## src/rtl/cpu_io_pkg.sv

```systemverilog
// cpu_io_pkg: defaults and helpers shared by the CPU character I/O blocks (inputr, outputr).
package cpu_io_pkg;

    localparam int DATA_W_DEF = 8;
    localparam int DEPTH_DEF  = 4;

    // Occupancy counter width: one extra bit so a full buffer (count == depth) is representable.
    function automatic int cnt_w(input int depth);
        return $clog2(depth) + 1;
    endfunction

endpackage

```

## src/rtl/outr_fifo.sv

```systemverilog
// outr_fifo: DEPTH-entry character FIFO with wrapping pointers and an occupancy count.
// Read data is forced to zero while the FIFO is empty; there is no write-to-read bypass.
module outr_fifo
    import cpu_io_pkg::*;
#(
    parameter int DATA_W = DATA_W_DEF,
    parameter int DEPTH  = DEPTH_DEF
) (
    input  logic                     clk,
    input  logic                     rst,
    input  logic                     push_i,
    input  logic                     pop_i,
    input  logic [DATA_W-1:0]        wdata_i,
    output logic [DATA_W-1:0]        rdata_o,
    output logic [cnt_w(DEPTH)-1:0]  count_o
);

    localparam int PTR_W = $clog2(DEPTH);
    localparam int CNT_W = cnt_w(DEPTH);

    logic [DATA_W-1:0] mem_q [DEPTH];
    logic [PTR_W-1:0]  wr_ptr_q, wr_ptr_d;
    logic [PTR_W-1:0]  rd_ptr_q, rd_ptr_d;
    logic [CNT_W-1:0]  count_q, count_d;

    // NOTE: storage has no reset; the count alone decides which entries are live.
    always_ff @(posedge clk) begin
        if (push_i) begin
            mem_q[wr_ptr_q] <= wdata_i;
        end
    end

    // NOTE: every next-state value gets a default first so no latch is inferred.
    always_comb begin
        wr_ptr_d = wr_ptr_q;
        rd_ptr_d = rd_ptr_q;
        count_d  = count_q;
        if (push_i) begin
            wr_ptr_d = wr_ptr_q + 1'b1;
        end
        if (pop_i) begin
            rd_ptr_d = rd_ptr_q + 1'b1;
        end
        unique case ({push_i, pop_i})
            2'b10:   count_d = count_q + 1'b1;
            2'b01:   count_d = count_q - 1'b1;
            default: count_d = count_q;
        endcase
    end

    // NOTE: state registers use non-blocking assignments; reset is synchronous.
    always_ff @(posedge clk) begin
        if (rst) begin
            wr_ptr_q <= '0;
            rd_ptr_q <= '0;
            count_q  <= '0;
        end else begin
            wr_ptr_q <= wr_ptr_d;
            rd_ptr_q <= rd_ptr_d;
            count_q  <= count_d;
        end
    end

    assign rdata_o = (count_q != '0) ? mem_q[rd_ptr_q] : '0;
    assign count_o = count_q;

endmodule

```

## src/rtl/outputr.sv

```systemverilog
// outputr: buffers CPU OUT characters and hands them to a ready/valid device, with FGO/ovf flags.
// Optional macro OUTR_IRQ_EN adds ports ien/irq and a registered interrupt request (ien & FGO).
module outputr
    import cpu_io_pkg::*;
#(
    parameter int DATA_W = DATA_W_DEF,
    parameter int DEPTH  = DEPTH_DEF
) (
    input  logic              clk,
    input  logic              rst,
    input  logic              load,
    input  logic [DATA_W-1:0] ac_in,
    output logic              FGO,
    output logic              ovf,
    output logic [DATA_W-1:0] tx_data,
    output logic              tx_valid,
    input  logic              tx_ready
`ifdef OUTR_IRQ_EN
    ,
    input  logic              ien,
    output logic              irq
`endif
);

    localparam int CNT_W = cnt_w(DEPTH);

    logic [CNT_W-1:0] count;
    logic             push;
    logic             pop;
    logic             ovf_q, ovf_d;

    // Flags come from the registered count only, so FGO never depends on this cycle's load.
    assign FGO      = (count != CNT_W'(DEPTH));
    assign tx_valid = (count != '0);
    assign push     = load & FGO;
    assign pop      = tx_valid & tx_ready;

    outr_fifo #(
        .DATA_W (DATA_W),
        .DEPTH  (DEPTH)
    ) u_fifo (
        .clk     (clk),
        .rst     (rst),
        .push_i  (push),
        .pop_i   (pop),
        .wdata_i (ac_in),
        .rdata_o (tx_data),
        .count_o (count)
    );

    // A load against a full buffer is dropped and latched as overflow until reset.
    always_comb begin
        ovf_d = ovf_q;
        if (load && !FGO) begin
            ovf_d = 1'b1;
        end
    end

    always_ff @(posedge clk) begin
        if (rst) begin
            ovf_q <= 1'b0;
        end else begin
            ovf_q <= ovf_d;
        end
    end

    assign ovf = ovf_q;

`ifdef OUTR_IRQ_EN
    logic irq_q, irq_d;

    assign irq_d = ien & FGO;

    always_ff @(posedge clk) begin
        if (rst) begin
            irq_q <= 1'b0;
        end else begin
            irq_q <= irq_d;
        end
    end

    assign irq = irq_q;
`endif

endmodule

```

## config.mk

```make
export PLATFORM = sky130hd
export DESIGN_NAME = outputr
export DESIGN_NICKNAME = d
export VERILOG_FILES = /design/src/rtl/cpu_io_pkg.sv /design/src/rtl/outr_fifo.sv /design/src/rtl/outputr.sv
export SDC_FILE = /design/constraint.sdc
export NUM_CORES = 1
export LEC_CHECK = 0
export CAP_MARGIN = 20
export CORE_UTILIZATION = 25
export CTS_CLUSTER_DIAMETER = 120
export DETAILED_ROUTE_END_ITERATION = 16
export GPL_TIMING_DRIVEN = 0
export PLACE_DENSITY = 0.43
export SYNTH_ARGS = -nofsm -noshare
export SYNTH_HDL_FRONTEND = slang
export SYNTH_SLANG_ARGS = --single-unit
```

## constraint.sdc

```tcl
create_clock -name clk -period 2.62 [get_ports clk]
set_input_delay 0.524 -clock clk [delete_from_list [all_inputs] [get_ports clk]]
set_output_delay 0.524 -clock clk [all_outputs]
set_load 0.02 [all_outputs]
```

* After elaboration in Yosys (flattened, before gate mapping) *
Memories as Yosys holds them, arrays and structs flattened. A register that Yosys moved wholly into a read port is not among the register bits.
Index checks and enable logic that the tools add are counted.

word-level totals
  flip-flop bits (word level) = 8
  RAM bits = 32
  memories kept = 1

memories
  name          depth  width  read ports  clocked after memory_dff  wr ports  line             source
  u_fifo.mem_q  4      8      1           1                         1         outr_fifo.sv:21  logic [DATA_W-1:0] mem_q [DEPTH];

cells by class
  add/sub/neg operators = 4
  eq/ne operators = 3
  muxes and demuxes = 6
  bitwise gates (word level) = 2
  reductions and logical operators = 4

operators by type and width
  kind                                                                number
  8-bit 2-to-1 mux                                                    1
  3-bit one-hot mux with 2 select lines                               1
  2-bit by 1-bit adder with 2-bit output, second input constant       2
  2-bit 2-to-1 mux                                                    2
  3-bit by 1-bit adder with 3-bit output, second input constant       1
  3-bit != test, second input constant                                1
  3-bit nonzero test                                                  1
  3-bit by 1-bit subtractor with 3-bit output, second input constant  1
  1-bit bitwise AND                                                   2
  2-bit by 1-bit == test with 1-bit output, second input constant     1
  2-bit == test, second input constant                                1
  1-bit 2-to-1 mux                                                    2
  2-bit nonzero test                                                  1
  1-bit logical AND                                                   1
  1-bit logical NOT                                                   1

* Logic depth before layout (Yosys ltp) *
  depth in word-level cells = 4
  gate-level depth with buffers = 9
  gate-level depth less buffers = 9

* Modules after synthesis *
A second synthesis with hierarchy kept.

unflattened totals
  cells, all modules = 105
  area total of the unflattened synthesis = 1714.1 um^2

modules (own cells, without submodules)
  module     times used  cells each  area each (um^2)  sequential area each (um^2)
  outr_fifo  1           96          1639.1            1141.1
  outputr    1           9           75.1              20.0

* Worst setup path after synthesis *
Ideal clock, no wire load.

  path kind = register to register
  start = register u_fifo.count_q[2], in the netlist u_fifo.count_o[2]
  end = register u_fifo.count_q[2], in the netlist u_fifo.count_o[2]
  library setup time = 0.070 ns
  arrival = 1.941 ns
  data required time = 2.550 ns
  setup slack = 0.609 ns
  cell stages (with the launch flop) = 10
  path buffers = 0
  period minus slack after synthesis = 2.011 ns
  cells stage by stage = dfxtp_1 > nor3b_2 > nor2_1 > inv_1 > ha_1 > inv_1 > fa_1 > xor2_1 > or3_1 > a21oi_1

on the way
  word-level cells in the longest chain between the ends = 4
  elaborated cells on any way between the ends = 10
  those cells by class = 2 x add/sub; 3 x eq/ne; 1 x mux; 2 x bitwise; 2 x reduce/logical

ends and longest elaborated chain
  what                                                                                line                          source
  start: declaration                                                                  outr_fifo.sv:24               logic [CNT_W-1:0] count_q, count_d;
  start signal: assignment                                                            outr_fifo.sv:60               count_q <= count_d;
  3-bit != test / 3-bit nonzero test (equally long branches)                          outputr.sv:33, outputr.sv:34
  1-bit bitwise AND (on tied branches)                                                outputr.sv:35, outputr.sv:36
  2-bit by 1-bit == test with 1-bit output / 2-bit == test (equally long branches)    outr_fifo.sv:44               unique case ({push_i, pop_i})
  3-bit one-hot mux with 2 select lines / 2-bit nonzero test (equally long branches)  -

Several ways; a longest one is shown, not always the timed one.
A chain may end at the register's enable or synchronous reset.

==> run metrics <==
cells taking the most area after synthesis edfxtp_1 54%, dfxtp_1 11%, mux4_2 10%, nor2b_4 6.1%, ha_1 3.5%; PD cells between 900 and 1000 mW/mm²; Layout area overhead 23.1%; TritonCTS buffer count 5; # clock sinks 42; drt wl/cell roughly 13 µm; placed cell area between 0.002 and 0.0025 mm²; Lkg Pwr approximately 0.76 nW; initial core utilization 0.261; initial antenna violation count 0; Clk pin slew, worst setup/hold paths 0.07 ns; Seq/Total Area, Yosys 0.647; CTS tree done; critical path type flop to primary output; Layout Cells excl Fill roughly 240; Worst Reg2Reg Path Length in Cells 9; r2r setup slk between 0.3 and 0.4 ns; via/cell ratio around 4; Nets between 150 and 200; Post-synth ARST share 0; final setup vio count 0; Core Area just under 0.007 mm²; global-route usage over all layers 0.0930; RSZ-0062 raised after global routing no; Critical Path AT 1.97 ns; fin crit period roughly 2.5 ns; worst-path fanout max 8; Max transition margin 0.658; final-report max-slew violation count 0; Synth Register Bits 42; post-cts repair resize count 0; Synth top area share 0.535; global-route wire length before repair roughly 5000 µm; Cells after Synth 110; post-synth cell types 23; Inst Count DP 227; Synth Area per Inst about 16 µm²; antenna cells 0; worst vdd ir between 0.3 and 0.4 mV; DRC viols 0; H-tree depth 2; Post-synth top cells 32 x edfxtp_1, 10 x dfxtp_1, 10 x inv_1; final period utilization 0.952; I/O Pins 23; Setup TNS Final 0 ns; R2R Path End u_fifo.count_o[2]; die width 86.7 µm; DR iter-0 viols ~80; Worst-Skew Late Latency about 0.29 ns; largest net degree at the start of global routing 14; Total Routed Length approximately 3200 µm; synth warn 0; die footprint ~0.0075 mm²; Synth area leader edfxtp_1; RR Startpoint u_fifo.count_o[2]; die height 86.7 µm; min-delay worst type flop to flop; grt ovf 0; net count after synthesis between 100 and 150; Tot Pwr 2.10 mW; row count 30; router iterations before antenna repair 4; Worst-Margin Slew around 0.5 ns; Fin. Hold Viols 0; startpoint types flop; vias in the first global route 1080; Post-Syn Area about 0.0018 mm²; count of buffers from port buffering 21; CTS root buffer clkbuf_8; clk buf depth 2; Hold Path Origin ovf; status finished, final reports clean; Final ANT Viol Nets 0; layout cells sized above 1 0.201; CTS Hold Buffers Added 0; WHS Endpoint ovf; Hold Path Cell Cnt 2; final RePlAce weighted congestion roughly 0.7; ys flop type edfxtp_1; Req. time, crit path roughly 2.1 ns; Max Fclk 401 MHz; Max Cap Viol 0; post-route cell area ~0.0022 mm²; routed via count 953; clk_skew 0.00513 ns; setup bufs post-CTS 0; EDFF count, synth 32; hpwl dp 2130 µm; CP Capture Type primary output; most common cell in the netlist edfxtp_1
## routing by layer
metal / track usage / wire length [µm] / vias to the layer above
li1: - / - / 448
met1: 0.108 / 1340 / 479
met2: 0.157 / 1650 / 22
met3: 0.0267 / 160 / 4
met4: 0.0470 / 23 / 0
met5: 0 / 0 / -
## state kept, by name, summed over array words and instances, names as in the netlist, named ones only
name             count
ovf                  1
u_fifo.mem_q        32
u_fifo.wr_ptr_q      2
u_fifo.rd_ptr_q      2
u_fifo.count_o       3
## final cells by class
| type | instances | area, µm² |
|---|---|---|
| plain buffers | 4 | 31.3 |
| clock buffers | 5 | 68.8 |
| clock inverters | 3 | 16.3 |
| fillers | 672 | 4660 |
| inverters | 10 | 37.5 |
| multi-input cells | 54 | 566 |
| flip-flops and latches | 42 | 1160 |
| well taps | 96 | 120 |
| repair buffers | 21 | 210 |
## report_power, final
part | leakage (nW) | internal, mW | switching (mW) | total (mW)
Sequential | 0.375 | 0.804 | 0.0465 | 0.850
Clock | 0.0416 | 0.182 | 0.210 | 0.392
Combinational | 0.343 | 0.433 | 0.420 | 0.853
## per-stage QoR
| step | worst slack [ns] | util | hold WS (ns) |
|---|---|---|---|
| 2_1_floorplan | 0.609 | - | 0.465 |
| 4_1_cts | 0.0773 | 0.322 | 0.496 |
| 5_1_grt | 0.0207 | 0.322 | 0.521 |
| 6_report | 0.125 | 0.322 | 0.492 |
| 3_3_place_gp | 0.157 | 0.309 | 0.452 |
| 3_5_place_dp | 0.0468 | 0.309 | 0.475 |
## worst max-delay path, stage by stage (launching register included)
cell and delay [ns]:
dfxtp_1 0.33, buf_6 0.17, mux4_2 0.52, nor2b_4 0.14
clkdlybuf4s50_1 0.54
## worst max path at each step
| stage | endpoint | slack [ns] | cells after the start |
|---|---|---|---|
| after floorplan | u_fifo.count_o[2] | 0.61 | 9 |
| after CTS | tx_data[0] | 0.08 | 4 |
| final | tx_data[0] | 0.13 | 4 |
| after global placement | u_fifo.count_o[2] | 0.16 | 10 |
| after global routing | tx_data[5] | 0.02 | 4 |
| after detailed placement | u_fifo.count_o[2] | 0.05 | 10 |
## layout by cell type (no fill, tap or decap), drive strengths merged, types with 2 or more instances in the layout
| master | netlist | routed |
|---|---|---|
| buf | 2 | 2 |
| clkinv | 0 | 2 |
| clkdlybuf4s50 | 0 | 21 |
| o21ai | 3 | 3 |
| and2 | 4 | 4 |
| nor2 | 7 | 7 |
| a21oi | 5 | 5 |
| inv | 10 | 10 |
| ha | 5 | 5 |
| xor2 | 3 | 3 |
| mux4 | 8 | 8 |
| nor2b | 8 | 8 |
| or3 | 3 | 3 |
| clkbuf | 2 | 7 |
| dfxtp | 10 | 10 |
| nand2b | 2 | 2 |
| edfxtp | 32 | 32 |
## kinds of logic (layout without fill, tap and decap cells)
| group | Yosys count | in the layout | synth area share |
|---|---|---|---|
| compound gates | 9 | 9 | 0.0265 |
| fa+ha+maj | 6 | 6 | 0.0460 |
| mux | 9 | 9 | 0.106 |
| xor+xnor | 3 | 3 | 0.0146 |
| buf+inv | 14 | 43 | 0.0383 |
| simple gates | 27 | 27 | 0.122 |
| flops | 42 | 42 | 0.647 |
(Power assumes the default switching activity.)
